--- config.mk ---
export PLATFORM = sky130hd
export DESIGN_NAME = quad_step_decoder_flat
export DESIGN_NICKNAME = d
export VERILOG_FILES = /design/src/rtl/quad_step_decoder_if.sv /design/src/rtl/quad_step_decoder.sv /design/src/flat_wrapper.sv
export SDC_FILE = /design/constraint.sdc
export NUM_CORES = 1
export LEC_CHECK = 0
export BUFFER_PORTS_ARGS = -buffer_cell sky130_fd_sc_hd__buf_2
export CAP_MARGIN = 25
export CORE_AREA = 3 3 40 42
export CTS_BUF_LIST = sky130_fd_sc_hd__clkbuf_4 sky130_fd_sc_hd__clkbuf_8
export DETAILED_ROUTE_END_ITERATION = 12
export DIE_AREA = 0 0 43 45
export PLACE_DENSITY = 0.53
export SLEW_MARGIN = 20
export SYNTH_ARGS = -nofsm -noshare
export SYNTH_HDL_FRONTEND = slang
export SYNTH_SLANG_ARGS = --single-unit
--- constraint.sdc ---
create_clock -name clk -period 1.1 [get_ports clk]
set_input_delay 0.165 -clock clk [delete_from_list [all_inputs] [get_ports clk]]
set_output_delay 0.165 -clock clk [all_outputs]
set_load 0.01 [all_outputs]
--- src/rtl/quad_step_decoder_if.sv ---
// Quadrature encoder signal bundle: raw A/B levels toward the decoder,
// step pulse, direction and illegal-jump flag back from it.
interface quad_step_decoder_if;
    logic a_in;
    logic b_in;
    logic e_out;
    logic f_out;
    logic err;

    modport master (
        output a_in,
        output b_in,
        input  e_out,
        input  f_out,
        input  err
    );

    modport slave (
        input  a_in,
        input  b_in,
        output e_out,
        output f_out,
        output err
    );
endinterface

--- src/rtl/quad_step_decoder.sv ---
// Quadrature A/B to step/direction front end: 2-flop sync, 3-edge init, Gray decode.
// Define QDEC_DEBOUNCE_EN to add per-channel debounce of DEBOUNCE_CYCLES stable edges.
module quad_step_decoder #(
    parameter int unsigned DEBOUNCE_CYCLES = 4
) (
    input  logic               clk,
    input  logic               rst,
    quad_step_decoder_if.slave qdec
);

    if (DEBOUNCE_CYCLES < 1 || DEBOUNCE_CYCLES > 255) begin : g_param_check
        $error("DEBOUNCE_CYCLES must be in 1..255");
    end

    typedef enum logic [1:0] {
        S_INIT0,
        S_INIT1,
        S_INIT2,
        S_RUN
    } state_t;

    state_t     r_state;
    logic [1:0] r_sync1;
    logic [1:0] r_sync2;
    logic [1:0] r_stable;
    logic       r_e;
    logic       r_f;
    logic       r_err;

    logic [1:0] w_next_stable;
    logic       w_change;
    logic       w_both;
    logic       w_fwd;

`ifdef QDEC_DEBOUNCE_EN
    localparam int unsigned CNT_W = $clog2(DEBOUNCE_CYCLES + 1);

    logic [CNT_W-1:0] r_cnt      [2];
    logic [CNT_W-1:0] w_cnt_next [2];

    // A channel's stable bit flips only after DEBOUNCE_CYCLES consecutive disagreeing edges.
    always_comb begin
        w_next_stable = r_stable;
        for (int unsigned i = 0; i < 2; i++) begin
            w_cnt_next[i] = '0;
            if (r_sync2[i] != r_stable[i]) begin
                if (r_cnt[i] + CNT_W'(1) == CNT_W'(DEBOUNCE_CYCLES)) begin
                    w_next_stable[i] = r_sync2[i];
                end else begin
                    w_cnt_next[i] = r_cnt[i] + CNT_W'(1);
                end
            end
        end
    end
`else
    always_comb begin
        w_next_stable = r_sync2;
    end
`endif

    // Bit 1 is A, bit 0 is B; with a single-bit change, forward means new = {~old.B, old.A}.
    always_comb begin
        w_change = (w_next_stable != r_stable);
        w_both   = &(w_next_stable ^ r_stable);
        w_fwd    = (w_next_stable == {~r_stable[0], r_stable[1]});
    end

    always_ff @(posedge clk) begin
        if (rst) begin
            r_state  <= S_INIT0;
            r_sync1  <= '0;
            r_sync2  <= '0;
            r_stable <= '0;
            r_e      <= 1'b0;
            r_f      <= 1'b0;
            r_err    <= 1'b0;
`ifdef QDEC_DEBOUNCE_EN
            for (int unsigned i = 0; i < 2; i++) begin
                r_cnt[i] <= '0;
            end
`endif
        end else begin
            r_sync1 <= {qdec.a_in, qdec.b_in};
            r_sync2 <= r_sync1;
            case (r_state)
                S_RUN: begin
                    r_stable <= w_next_stable;
                    r_e      <= w_change & ~w_both;
                    r_err    <= w_both;
                    if (w_change && !w_both) begin
                        r_f <= w_fwd;
                    end
`ifdef QDEC_DEBOUNCE_EN
                    for (int unsigned i = 0; i < 2; i++) begin
                        r_cnt[i] <= w_cnt_next[i];
                    end
`endif
                end
                default: begin
                    // Track the resting position so a non-00 start yields no step or err.
                    r_stable <= r_sync2;
                    r_e      <= 1'b0;
                    r_err    <= 1'b0;
                    case (r_state)
                        S_INIT0: r_state <= S_INIT1;
                        S_INIT1: r_state <= S_INIT2;
                        default: r_state <= S_RUN;
                    endcase
`ifdef QDEC_DEBOUNCE_EN
                    for (int unsigned i = 0; i < 2; i++) begin
                        r_cnt[i] <= '0;
                    end
`endif
                end
            endcase
        end
    end

    assign qdec.e_out = r_e;
    assign qdec.f_out = r_f;
    assign qdec.err   = r_err;

endmodule
--- src/flat_wrapper.sv ---
// flat-port wrapper written by rule: the top's interface ports become plain ports
module quad_step_decoder_flat 
#(
    parameter int unsigned DEBOUNCE_CYCLES = 4
)
  (clk, rst, qdec_a_in, qdec_b_in, qdec_e_out, qdec_f_out, qdec_err);
  quad_step_decoder_if qdec_i ();
  input  logic clk;
  input  logic rst;
  input wire logic [$bits(qdec_i.a_in)-1:0] qdec_a_in;
  input wire logic [$bits(qdec_i.b_in)-1:0] qdec_b_in;
  output wire logic [$bits(qdec_i.e_out)-1:0] qdec_e_out;
  output wire logic [$bits(qdec_i.f_out)-1:0] qdec_f_out;
  output wire logic [$bits(qdec_i.err)-1:0] qdec_err;
  assign qdec_i.a_in = qdec_a_in;
  assign qdec_i.b_in = qdec_b_in;
  assign qdec_e_out = qdec_i.e_out;
  assign qdec_f_out = qdec_i.f_out;
  assign qdec_err = qdec_i.err;
  quad_step_decoder #(.DEBOUNCE_CYCLES(DEBOUNCE_CYCLES)) u_core (.clk(clk), .rst(rst), .qdec(qdec_i));
endmodule
After elaboration in Yosys (flattened, before gate mapping)
Cells that the tools add are included.

Register bits after elaboration: 11. Output and inout port bits: 3. Logic and storage cells: 23.

Eq/ne operators: 4. Muxes and demuxes: 1. Bitwise operators: 5. Reductions and logical operators: 6.

Operators by type and width (count): $pmux W2 S2 (1); $reduce_and A2 Y1 (2); $not A1 Y1 (3); $eq A2 B1 Y1 const B (1); $eq A2 B2 Y1 (1); $eq A2 B2 Y1 const B (1); $logic_not A2 Y1 (1); $ne A2 B2 Y1 (1); $reduce_or A2 Y1 (1); $xor A2 B2 Y2 (1); $and A1 B1 Y1 (1); $logic_and A1 B1 Y1 (1); $logic_not A1 Y1 (1).

Logic depth before layout (Yosys ltp)
Gate-level depths: netlist of the first run.

Word-level depth: 5. Depth in mapped cells: 4. Depth with buffers taken out: 4.

Least setup slack after synthesis of the first run
No wires, ideal clock.

Kind: register -> register. Start: register u_core.r_sync2[0]. End: register u_core.r_f, in the netlist u_core.qdec.f_out. Library setup time: 88 ps. Arrival time: 1050 ps. Required time: 1012 ps. Slack: -38 ps. Stages on the path, launching flop included: 5. Path buffers: 0. Period minus slack after synthesis: 1138 ps. Cells stage by stage: dfxtp_1 > xor2_1 > ha_1 > nand4b_1 > o32ai_2.

Word-level cells in the longest chain between the ends: 5.

RTL lines: start, declared (line quad_step_decoder.sv:24) `logic [1:0] r_sync2;`; start signal, assigned (line quad_step_decoder.sv:84) `r_sync2 <= r_sync1;`; $xor A2 B2 Y2 (line quad_step_decoder.sv:64) `w_both = &(w_next_stable ^ r_stable);`; $reduce_and A2 Y1 (line quad_step_decoder.sv:64); $logic_not A1 Y1 (line quad_step_decoder.sv:90) `if (w_change && !w_both) begin`; $logic_and A1 B1 Y1 (line quad_step_decoder.sv:90); $reduce_and A2 Y1 (no line); end signal, assigned (line quad_step_decoder.sv:91) `r_f <= w_fwd;`; end, declared (line quad_step_decoder.sv:27) `logic r_f;`.

Several ways; a longest one is shown, not always the timed one. A chain may end at the register's enable or synchronous reset.

Worst setup path after layout of the first run
Start: register u_core.r_sync2[1]. End: register u_core.r_f, in the netlist u_core.qdec.f_out.

The elaborated chain is that of the path after synthesis.

==> flow_summary.toml, run 1 <==
[clock_network]
cts_hold_buf = 0
tritoncts = "yes"
clockRootBuffer = "clkbuf_4"
cts.clk_slew.worst_paths_ns = 0.06
cts_made_buffers = 3
clockBufferDepth = 2
clkLatencyLatePin_ns = 0.26
cts.sinks = 11
cts_max_level = 1

[power_and_ir_drop]
pwr-share-comb = 0.064
powerDensity_nw_per_um2 = 1550
p_seq_frac = 0.554
total_leakage_power_nw = 0.247
pwr-share-clk = 0.382
vdd_drop_max_mv = 0.649
p_sw_frac = 0.212
cell_internal_pwr_uw = 607
p_sw_uw = 164

[detailed_routing]
remaining_drc_errors = 0
firstDrtPassIters = 4
via_per_inst = 4.31
wl_um = 651
post_drt_wl_per_cell_um = 10.5
vias = 267
drt_iter0_drc = 2
drtAntennaViolNets = 0

[logic_synthesis]
syn-num-nets = 38
synthDistinctLibCells = 15
yosysSeqAreaShare = 0.579
synth_cells = 33
syn_area_per_cell_sq_um = 11.5
ys.warnings.count = 0
synth_top_area_frac = 0.579
synth_largest_area_cell = "dfxtp_1"
syn_area_sq_um = 380
yosys-top-cells-area = "dfxtp_1 (58%), nor2b_1 (8.2%), xor2_1 (6.9%)"
synth-seq-cells = 11

[placed_design]
gp_congestion = 0.626
detailed_place_hpwl_um = 480
numPortBuffers = 6
placed_area_sq_um = 447

[timing]
skew_ns = 0.00742
max_freq_mhz = 801
slew_viol_final = 0
period_needed_ns = 1.25
finalSetupViolCount = 2
finalSetupTns_ns = -0.229
hold_slack_ns = 0.112
worstMarginPinSlew_ns = 0.200
slew_headroom = 0.867
rsz0062_at_grt = "true"
hold_viol = 0
fin_crit_sh = 1.14
fin_ws_ns = -0.149

[global_route]
grt_pass1_vias = 263
grt_util_all_layers = 0.0829
antenna_found_initial = 0
grt_pass1_wl_um = 1070
grt-ovfl-total = 0
grt_max_degree = 12

[run_status]
status = "finished with violations"
violations = "negative setup slack"

[worst_setup_path]
required_ns = 1.27
crit_slowest_cell = "dfxtp_2"
end_kind = "flip-flop"
critPathArrivalTime_ns = 1.42
crit_buf_inv = 0
cp_max_fo = 2
worstPathCellList = "xor2_1 > ha_1 > nand4b_1 > o32ai_2"
crit_type = "flip-flop to flip-flop"
crit_family = "flip-flops"
start_kind = "flip-flop"
reg2reg_from = "u_core.r_sync2[1]"
r2r_slack_ns = -0.15
critPathMaxStageDelay_ns = 0.32
rr_worst_depth = 4
rr_endpoint = "u_core.qdec.f_out"

[floorplan]
die-area_sq_um = 1940
initial_core_util = 0.296
chipHeight_um = 45
rows = 13
die_w_um = 43
boundaryPins = 7
coreArea_sq_um = 1280

[cells_and_area]
diodes = 0
final_common_cell = "dfxtp_1"
final_cell_mix = "dfxtp_1 (7), buf_2 (6), nor2b_1 (5), buf_4 (5)"
syn2layout_area_growth_pct = 30.6
drive_gt1_frac = 0.468
design_area_sq_um = 497
nNetsFinal = 53

[worst_hold_path]
hold_end = "u_core.r_sync1[1]"
min_from = "qdec_a_in"
hold_depth = 2
worstHoldPathType = "input pin to flip-flop"

[job]
maxCapViolCount = 0
[power by group through the flow]
stage / registers, mW / clock network [mW] / logic, mW
2_1_floorplan: 0.433 / 0 / 0.0295
3_3_place_gp: 0.434 / 0 / 0.0439
3_5_place_dp: 0.435 / 0 / 0.0469
4_1_cts: 0.426 / 0.310 / 0.0496
5_1_grt: 0.429 / 0.321 / 0.0550
6_report: 0.427 / 0.294 / 0.0495
[final cells by class]
| class | instances | area [sq um] |
|---|---|---|
| tap | 15 | 18.8 |
| timing repair buffer | 11 | 67.6 |
| fill | 136 | 788 |
| clock buffer | 4 | 30.0 |
| sequential | 11 | 225 |
| multi-input combinational | 19 | 148 |
| inverter | 2 | 7.51 |
[Yosys cell counts]
cell type / number
and4b_1: 1
xnor2_1: 1
buf_2: 1
nand2b_1: 1
nor2_1: 2
nor2b_1: 5
inv_1: 2
o32ai_2: 1
dfxtp_1: 11
xor2_1: 3
nand4b_1: 1
ha_1: 1
nor2b_2: 1
and3_1: 1
a21oi_1: 1
[worst max path at each step]
| stage | from | endpoint | slack (ns) | depth (start not counted) |
|---|---|---|---|---|
| 2_1_floorplan | u_core.r_sync2[0] | u_core.qdec.f_out | -0.03 | 4 |
| 3_3_place_gp | u_core.r_sync2[0] | u_core.qdec.f_out | -0.06 | 4 |
| 3_5_place_dp | u_core.r_stable[0] | u_core.qdec.f_out | -0.15 | 4 |
| 4_1_cts | u_core.r_stable[0] | u_core.qdec.f_out | -0.16 | 4 |
| 5_1_grt | u_core.r_sync2[1] | u_core.qdec.f_out | -0.22 | 4 |
| 6_report | u_core.r_sync2[1] | u_core.qdec.f_out | -0.15 | 4 |
[through the flow]
| stage | instances | setup slack [ns] | total power [mW] | utilization |
|---|---|---|---|---|
| after floorplan | 33 | -0.0331 | 0.463 | - |
| after global placement | 56 | -0.0579 | 0.478 | 0.348 |
| after detailed placement | 56 | -0.147 | 0.482 | 0.348 |
| after CTS | 62 | -0.159 | 0.786 | 0.387 |
| after global routing | 62 | -0.215 | 0.805 | 0.387 |
| final | 62 | -0.149 | 0.771 | 0.387 |
[flip-flops by register name (all words and copies together) (netlist names)]
name,cells
u_core.r_stable,2
u_core.r_state,2
u_core.r_sync1,2
u_core.r_sync2,2
u_core.qdec.e_out,1
u_core.qdec.err,1
u_core.qdec.f_out,1
[cell families (layout without fill, tap and decap cells)]
group,Yosys count,count (layout),synth area share
flops,11,11,0.579
xor+xnor,4,4,0.0921
buf+inv,3,17,0.0329
simple gates,12,12,0.207
fa+ha+maj,1,1,0.0329
compound gates,2,2,0.0559
[layer usage]
| layer | up-vias | share of wire | global-route usage |
|---|---|---|---|
| li1 | 134 | - | - |
| met1 | 125 | 0.36 | 0.0662 |
| met2 | 6 | 0.55 | 0.144 |
| met3 | 2 | 0.065 | 0.0239 |
| met4 | 0 | 0.018 | 0.108 |
| met5 | - | 0 | 0 |
[what timing repair did]
action	CTS	global route
gates resized for setup	5	0
pin swaps	2	0
setup endpoints to repair	2	2
buffers inserted	2	0
No activity file was read; power rests on OpenSTA's default activity.
==> run 2, diff against run 1 <==
--- a/config.mk
+++ b/config.mk
@@ -11,7 +11,8 @@
 export CTS_BUF_LIST = sky130_fd_sc_hd__clkbuf_4 sky130_fd_sc_hd__clkbuf_8
 export DETAILED_ROUTE_END_ITERATION = 12
 export DIE_AREA = 0 0 43 45
-export PLACE_DENSITY = 0.53
+export PLACE_DENSITY_LB_ADDON = 0.15
+export SETUP_SLACK_MARGIN = 0.15
 export SLEW_MARGIN = 20
 export SYNTH_ARGS = -nofsm -noshare
 export SYNTH_HDL_FRONTEND = slang
==> run 2 against run 1 <==
Compared with the run above: the flow still finishes with violations (negative setup slack); critical path type unchanged; sequential power is essentially flat; global-route usage fell by 1.0 points; first-iteration DRC count decreased by 50%; highest routed layer unchanged; register-to-register slack improved by 0.07 ns; flip-flop and latch count is the same; non-clock buffer count shrank 1; largest cell class unchanged; die area unchanged; total power fell by 1.1%; via count shrank 4.9%; critical path depth did not move; largest power group unchanged; clock skew shrank 0.0015 ns.
==> flow_summary.toml, run 2 (same netlist as run 1, synthesis figures left out) <==
[clock_network]
cts_made_buffers = 3
clkLatencyLatePin_ns = 0.26
clockRootBuffer = "clkbuf_4"
postCtsSetupBuffers = 0
clockBufferDepth = 2
tritoncts = "yes"
cts_max_level = 1
cts.sinks = 11
cts.clk_slew.worst_paths_ns = 0.07

[global_route]
use_met3 = 0.0239
grt_pass1_wl_um = 952
busiest_layer = "met2"
grt_util_all_layers = 0.0726
grt_pass1_vias = 237
grtUsageMet2 = 0.102
grt-ovfl-total = 0
grtUsageMet1 = 0.0777
grt_max_degree = 12
antenna_found_initial = 0

[timing]
skew_ns = 0.00592
max_freq_mhz = 847
hold_viol = 0
worstMarginPinSlew_ns = 0.181
period_needed_ns = 1.18
fin_crit_sh = 1.07
slew_headroom = 0.879
fin_ws_ns = -0.0800
rsz0062_at_grt = "true"
slew_viol_final = 0
finalSetupViolCount = 1

[worst_setup_path]
crit_slowest_cell = "dfxtp_2"
required_ns = 1.28
crit_family = "flip-flops"
worstPathCellList = "xor2_1 > ha_1 > nand4b_1 > o32ai_2"
crit_type = "flip-flop to flip-flop"
reg2reg_from = "u_core.r_sync2[1]"
critPathMaxStageDelay_ns = 0.32
crit_buf_inv = 0
end_kind = "flip-flop"
cp_max_fo = 2
rr_worst_depth = 4
r2r_slack_ns = -0.08
critPathArrivalTime_ns = 1.36
rr_endpoint = "u_core.qdec.f_out"
start_kind = "flip-flop"

[detailed_routing]
wl_um = 571
drtAntennaViolNets = 0
drt_iter0_drc = 1
remaining_drc_errors = 0
firstDrtPassIters = 2
vias = 254
post_drt_wl_per_cell_um = 9.36
via_per_inst = 4.16

[cells_and_area]
diodes = 0
final_cells = 61
syn2layout_area_growth_pct = 28.3
design_area_sq_um = 488
final_cell_mix = "dfxtp_1 (8), buf_2 (6), nor2b_1 (5)"
drive_gt1_frac = 0.413
nNetsFinal = 52
nFillCells = 131
final_common_cell = "dfxtp_1"
fin_util = 0.380

[worst_hold_path]
worstHoldPathType = "input pin to flip-flop"
hold_end = "u_core.r_sync1[0]"
hold_depth = 2
min_from = "qdec_b_in"

[run_status]
violations = "negative setup slack"
status = "finished with violations"

[power_and_ir_drop]
vdd_drop_max_mv = 0.744
power.total_uw = 762
total_leakage_power_nw = 0.244
powerDensity_nw_per_um2 = 1560

[floorplan]
die-area_sq_um = 1940
boundaryPins = 7
rows = 13
initial_core_util = 0.296
die_w_um = 43
chipHeight_um = 45
coreArea_sq_um = 1280

[placed_design]
dp_cells = 57
place_ws_ns = -0.0917
numPortBuffers = 6
placed_area_sq_um = 455
gp_congestion = 0.663

[job]
maxCapViolCount = 0
-- run 2: cell count changes in the layout (fill, tap and decap cells not counted) --
| cell | delta |
|---|---|
| buf_4 | -1 |
| dfxtp_1 | +1 |
| dfxtp_2 | -1 |
| inv_1 | +1 |
| inv_2 | -1 |
-- run 2: final cells by class --
| class | instances | area (sq um) | share of cell area |
|---|---|---|---|
| tap | 15 | 18.8 | 0.0385 |
| clock buffer | 4 | 30.0 | 0.0615 |
| multi-input combinational | 19 | 148 | 0.303 |
| timing repair buffer | 10 | 60.1 | 0.123 |
| sequential | 11 | 224 | 0.459 |
| inverter | 2 | 7.51 | 0.0154 |
-- run 2: per-stage QoR --
| stage | hold WS (ns) | TNS (ns) |
|---|---|---|
| 3_3_place_gp | 0.373 | -0.0599 |
| 3_5_place_dp | 0.381 | -0.0917 |
| 6_report | 0.116 | -0.0800 |
| 5_1_grt | 0.124 | -0.173 |
| 2_1_floorplan | 0.293 | -0.0331 |
| 4_1_cts | 0.109 | -0.0948 |
-- run 2: worst max-delay path by stage --
| stage | from | to | slack (ns) | depth (start not counted) |
|---|---|---|---|---|
| after global placement | u_core.r_stable[1] | u_core.qdec.f_out | -0.06 | 4 |
| after global routing | u_core.r_sync2[1] | u_core.qdec.f_out | -0.15 | 4 |
| final | u_core.r_sync2[1] | u_core.qdec.f_out | -0.08 | 4 |
| after CTS | u_core.r_sync2[1] | u_core.qdec.f_out | -0.09 | 4 |
| after floorplan | u_core.r_sync2[0] | u_core.qdec.f_out | -0.03 | 4 |
| after detailed placement | u_core.r_stable[1] | u_core.qdec.f_out | -0.09 | 4 |
-- run 2: routing by layer --
layer / wire length, um / vias up
met5: 0 / -
li1: - / 131
met2: 277 / 5
met4: 12 / 0
met1: 253 / 116
met3: 27 / 2
-- run 2: timing repair --
| item | 4_1_cts | 5_1_grt |
|---|---|---|
| hold buffers | 0 | 0 |
| pin swaps | 2 | 0 |
| gates resized for setup | 1 | 1 |
| endpoints found under the setup margin | 2 | 3 |
-- run 2: power breakdown --
part	switching, mW	internal [mW]	leakage [nW]
Clock	0.124	0.165	0.0184
Sequential	0.0113	0.415	0.0915
Combinational	0.0208	0.0264	0.134
Total	0.157	0.606	0.244
==> run 3, diff against run 2 <==
--- a/config.mk
+++ b/config.mk
@@ -12,7 +12,6 @@
 export DETAILED_ROUTE_END_ITERATION = 12
 export DIE_AREA = 0 0 43 45
 export PLACE_DENSITY_LB_ADDON = 0.15
-export SETUP_SLACK_MARGIN = 0.15
 export SLEW_MARGIN = 20
 export SYNTH_ARGS = -nofsm -noshare
 export SYNTH_HDL_FRONTEND = slang
==> run 3 against run 2 <==
Compared with the run above: the run still ends with negative setup slack left; combinational power is 2% higher; register-to-register slack lost 0.02 ns; fmax decreased by 1.4%; hold slack improved by 0.0010 ns; clock skew down 0.0027 ns; cell area is 1.5% higher; cell count is 1.6% higher; critical endpoint unchanged; clock-buffer cell count stayed put; non-clock buffer count is 1 higher; worst setup slack got worse by 0.017 ns; first-iteration DRC count did not move.
==> flow_summary.toml, run 3 (same netlist as run 1, synthesis figures left out) <==
[run_status]
status = "finished with violations"
violations = "negative setup slack"

[clock_network]
cts.clk_slew.worst_paths_ns = 0.07
clockRootBuffer = "clkbuf_4"
clkLatencyLatePin_ns = 0.27
cts.sinks = 11
tritoncts = "yes"
cts_hold_buf = 0
cts_max_level = 1
clockBufferDepth = 2
cts_made_buffers = 3

[detailed_routing]
wl_um = 573
firstDrtPassIters = 3
vias = 245
post_drt_wl_per_cell_um = 9.24
drt_iter0_drc = 1
via_per_inst = 3.95
remaining_drc_errors = 0
drtAntennaViolNets = 0

[power_and_ir_drop]
total_leakage_power_nw = 0.246
vdd_drop_max_mv = 0.733
cell_internal_pwr_uw = 607
p_seq_frac = 0.552
pwr-share-clk = 0.386
p_sw_frac = 0.213
powerDensity_nw_per_um2 = 1560
p_sw_uw = 165
pwr-share-comb = 0.063

[timing]
hold_viol = 0
slew_headroom = 0.872
skew_ns = 0.00321
worstMarginPinSlew_ns = 0.191
period_needed_ns = 1.20
rsz0062_at_grt = "true"
slew_viol_final = 0
fin_ws_ns = -0.0969
finalSetupTns_ns = -0.152
max_freq_mhz = 835
fin_crit_sh = 1.09
finalSetupViolCount = 2

[cells_and_area]
design_area_sq_um = 495
syn2layout_area_growth_pct = 30.3
final_common_cell = "dfxtp_1"
final_cell_mix = "dfxtp_1 (8), buf_2 (6), nor2b_1 (5), buf_4 (5), clkbuf_4 (4)"
nNetsFinal = 53
drive_gt1_frac = 0.447
diodes = 0

[floorplan]
coreArea_sq_um = 1280
die_w_um = 43
die-area_sq_um = 1940
chipHeight_um = 45
rows = 13
initial_core_util = 0.296
boundaryPins = 7

[worst_setup_path]
crit_type = "flip-flop to flip-flop"
startpoint = "u_core.r_sync2[1]"
worstPathCellList = "xor2_1 > ha_1 > nand4b_1 > o32ai_2"
cp-endpoint = "u_core.qdec.f_out"
critPathMaxStageDelay_ns = 0.32
cp_max_fo = 2
rr_worst_depth = 4
end_kind = "flip-flop"
crit_cells = 4
crit_slowest_cell = "dfxtp_2"
critPathArrivalTime_ns = 1.38
start_kind = "flip-flop"
crit_buf_inv = 0
rr_endpoint = "u_core.qdec.f_out"
crit_family = "flip-flops"
required_ns = 1.28
r2r_slack_ns = -0.1
reg2reg_from = "u_core.r_sync2[1]"

[job]
maxCapViolCount = 0

[global_route]
grt-ovfl-total = 0
grt_pass1_wl_um = 966
antenna_found_initial = 0
grt_pass1_vias = 236
grt_util_all_layers = 0.0743
grt_max_degree = 12

[worst_hold_path]
worstHoldPathType = "input pin to flip-flop"
hold_depth = 2

[placed_design]
gp_congestion = 0.659
placed_area_sq_um = 454
numPortBuffers = 6
==> run 3: worst min path at each step <==
| stage | startpoint | end | slack (ns) |
|---|---|---|---|
| after floorplan | qdec_b_in | u_core.r_sync1[0] | 0.29 |
| after global placement | qdec_b_in | u_core.r_sync1[0] | 0.38 |
| after detailed placement | qdec_b_in | u_core.r_sync1[0] | 0.39 |
| after CTS | qdec_b_in | u_core.r_sync1[0] | 0.11 |
| after global routing | qdec_a_in | u_core.r_sync1[1] | 0.12 |
| final | qdec_a_in | u_core.r_sync1[1] | 0.12 |
==> run 3: metal layers <==
layer	up-vias	share of wire	global-route usage
li1	135	-	-
met4	0	0	0.0361
met2	7	0.51	0.114
met3	0	0.079	0.0598
met5	-	0	0
met1	103	0.41	0.0728
==> run 3: final cells by class <==
type / instances / area (sq um)
well taps: 15 / 18.8
repair buffers: 11 / 67.6
flip-flops and latches: 11 / 224
inverters: 2 / 7.51
multi-input cells: 19 / 148
fillers: 135 / 790
clock buffers: 4 / 30.0
==> run 3: power groups by stage <==
stage          registers (mW)  clock network [mW]  logic, mW
5_1_grt                 0.429               0.336     0.0552
3_5_place_dp            0.435                   0     0.0478
4_1_cts                 0.426               0.314     0.0493
6_report                0.426               0.298     0.0483
3_3_place_gp            0.434                   0     0.0464
2_1_floorplan           0.433                   0     0.0295
==> run 3: what timing repair did <==
item / 4_1_cts / 5_1_grt
pin swaps: 1 / 0
buffers inserted: 1 / 0
resized for setup: 3 / 1
endpoints found under the hold margin: 0 / 0
setup endpoints to repair: 1 / 2
gates cloned: 0 / 0
==> run 3: per-stage QoR <==
step	cells	total power, mW	util	hold WS, ns	setup slack [ns]
floorplan	33	0.463	-	0.293	-0.0331
global placement	57	0.480	0.353	0.381	-0.0593
detailed placement	57	0.482	0.353	0.392	-0.117
CTS	62	0.789	0.385	0.107	-0.120
global route	62	0.820	0.386	0.118	-0.195
finish	62	0.771	0.386	0.117	-0.0969
==> run 3: worst register-to-register path: cells and delay by family, from the launching register on <==
family | cells | cell delay [ns]
compound gates | 1 | 0.21
xor+xnor | 1 | 0.16
fa+ha+maj | 1 | 0.29
flops | 1 | 0.32
simple gates | 1 | 0.13
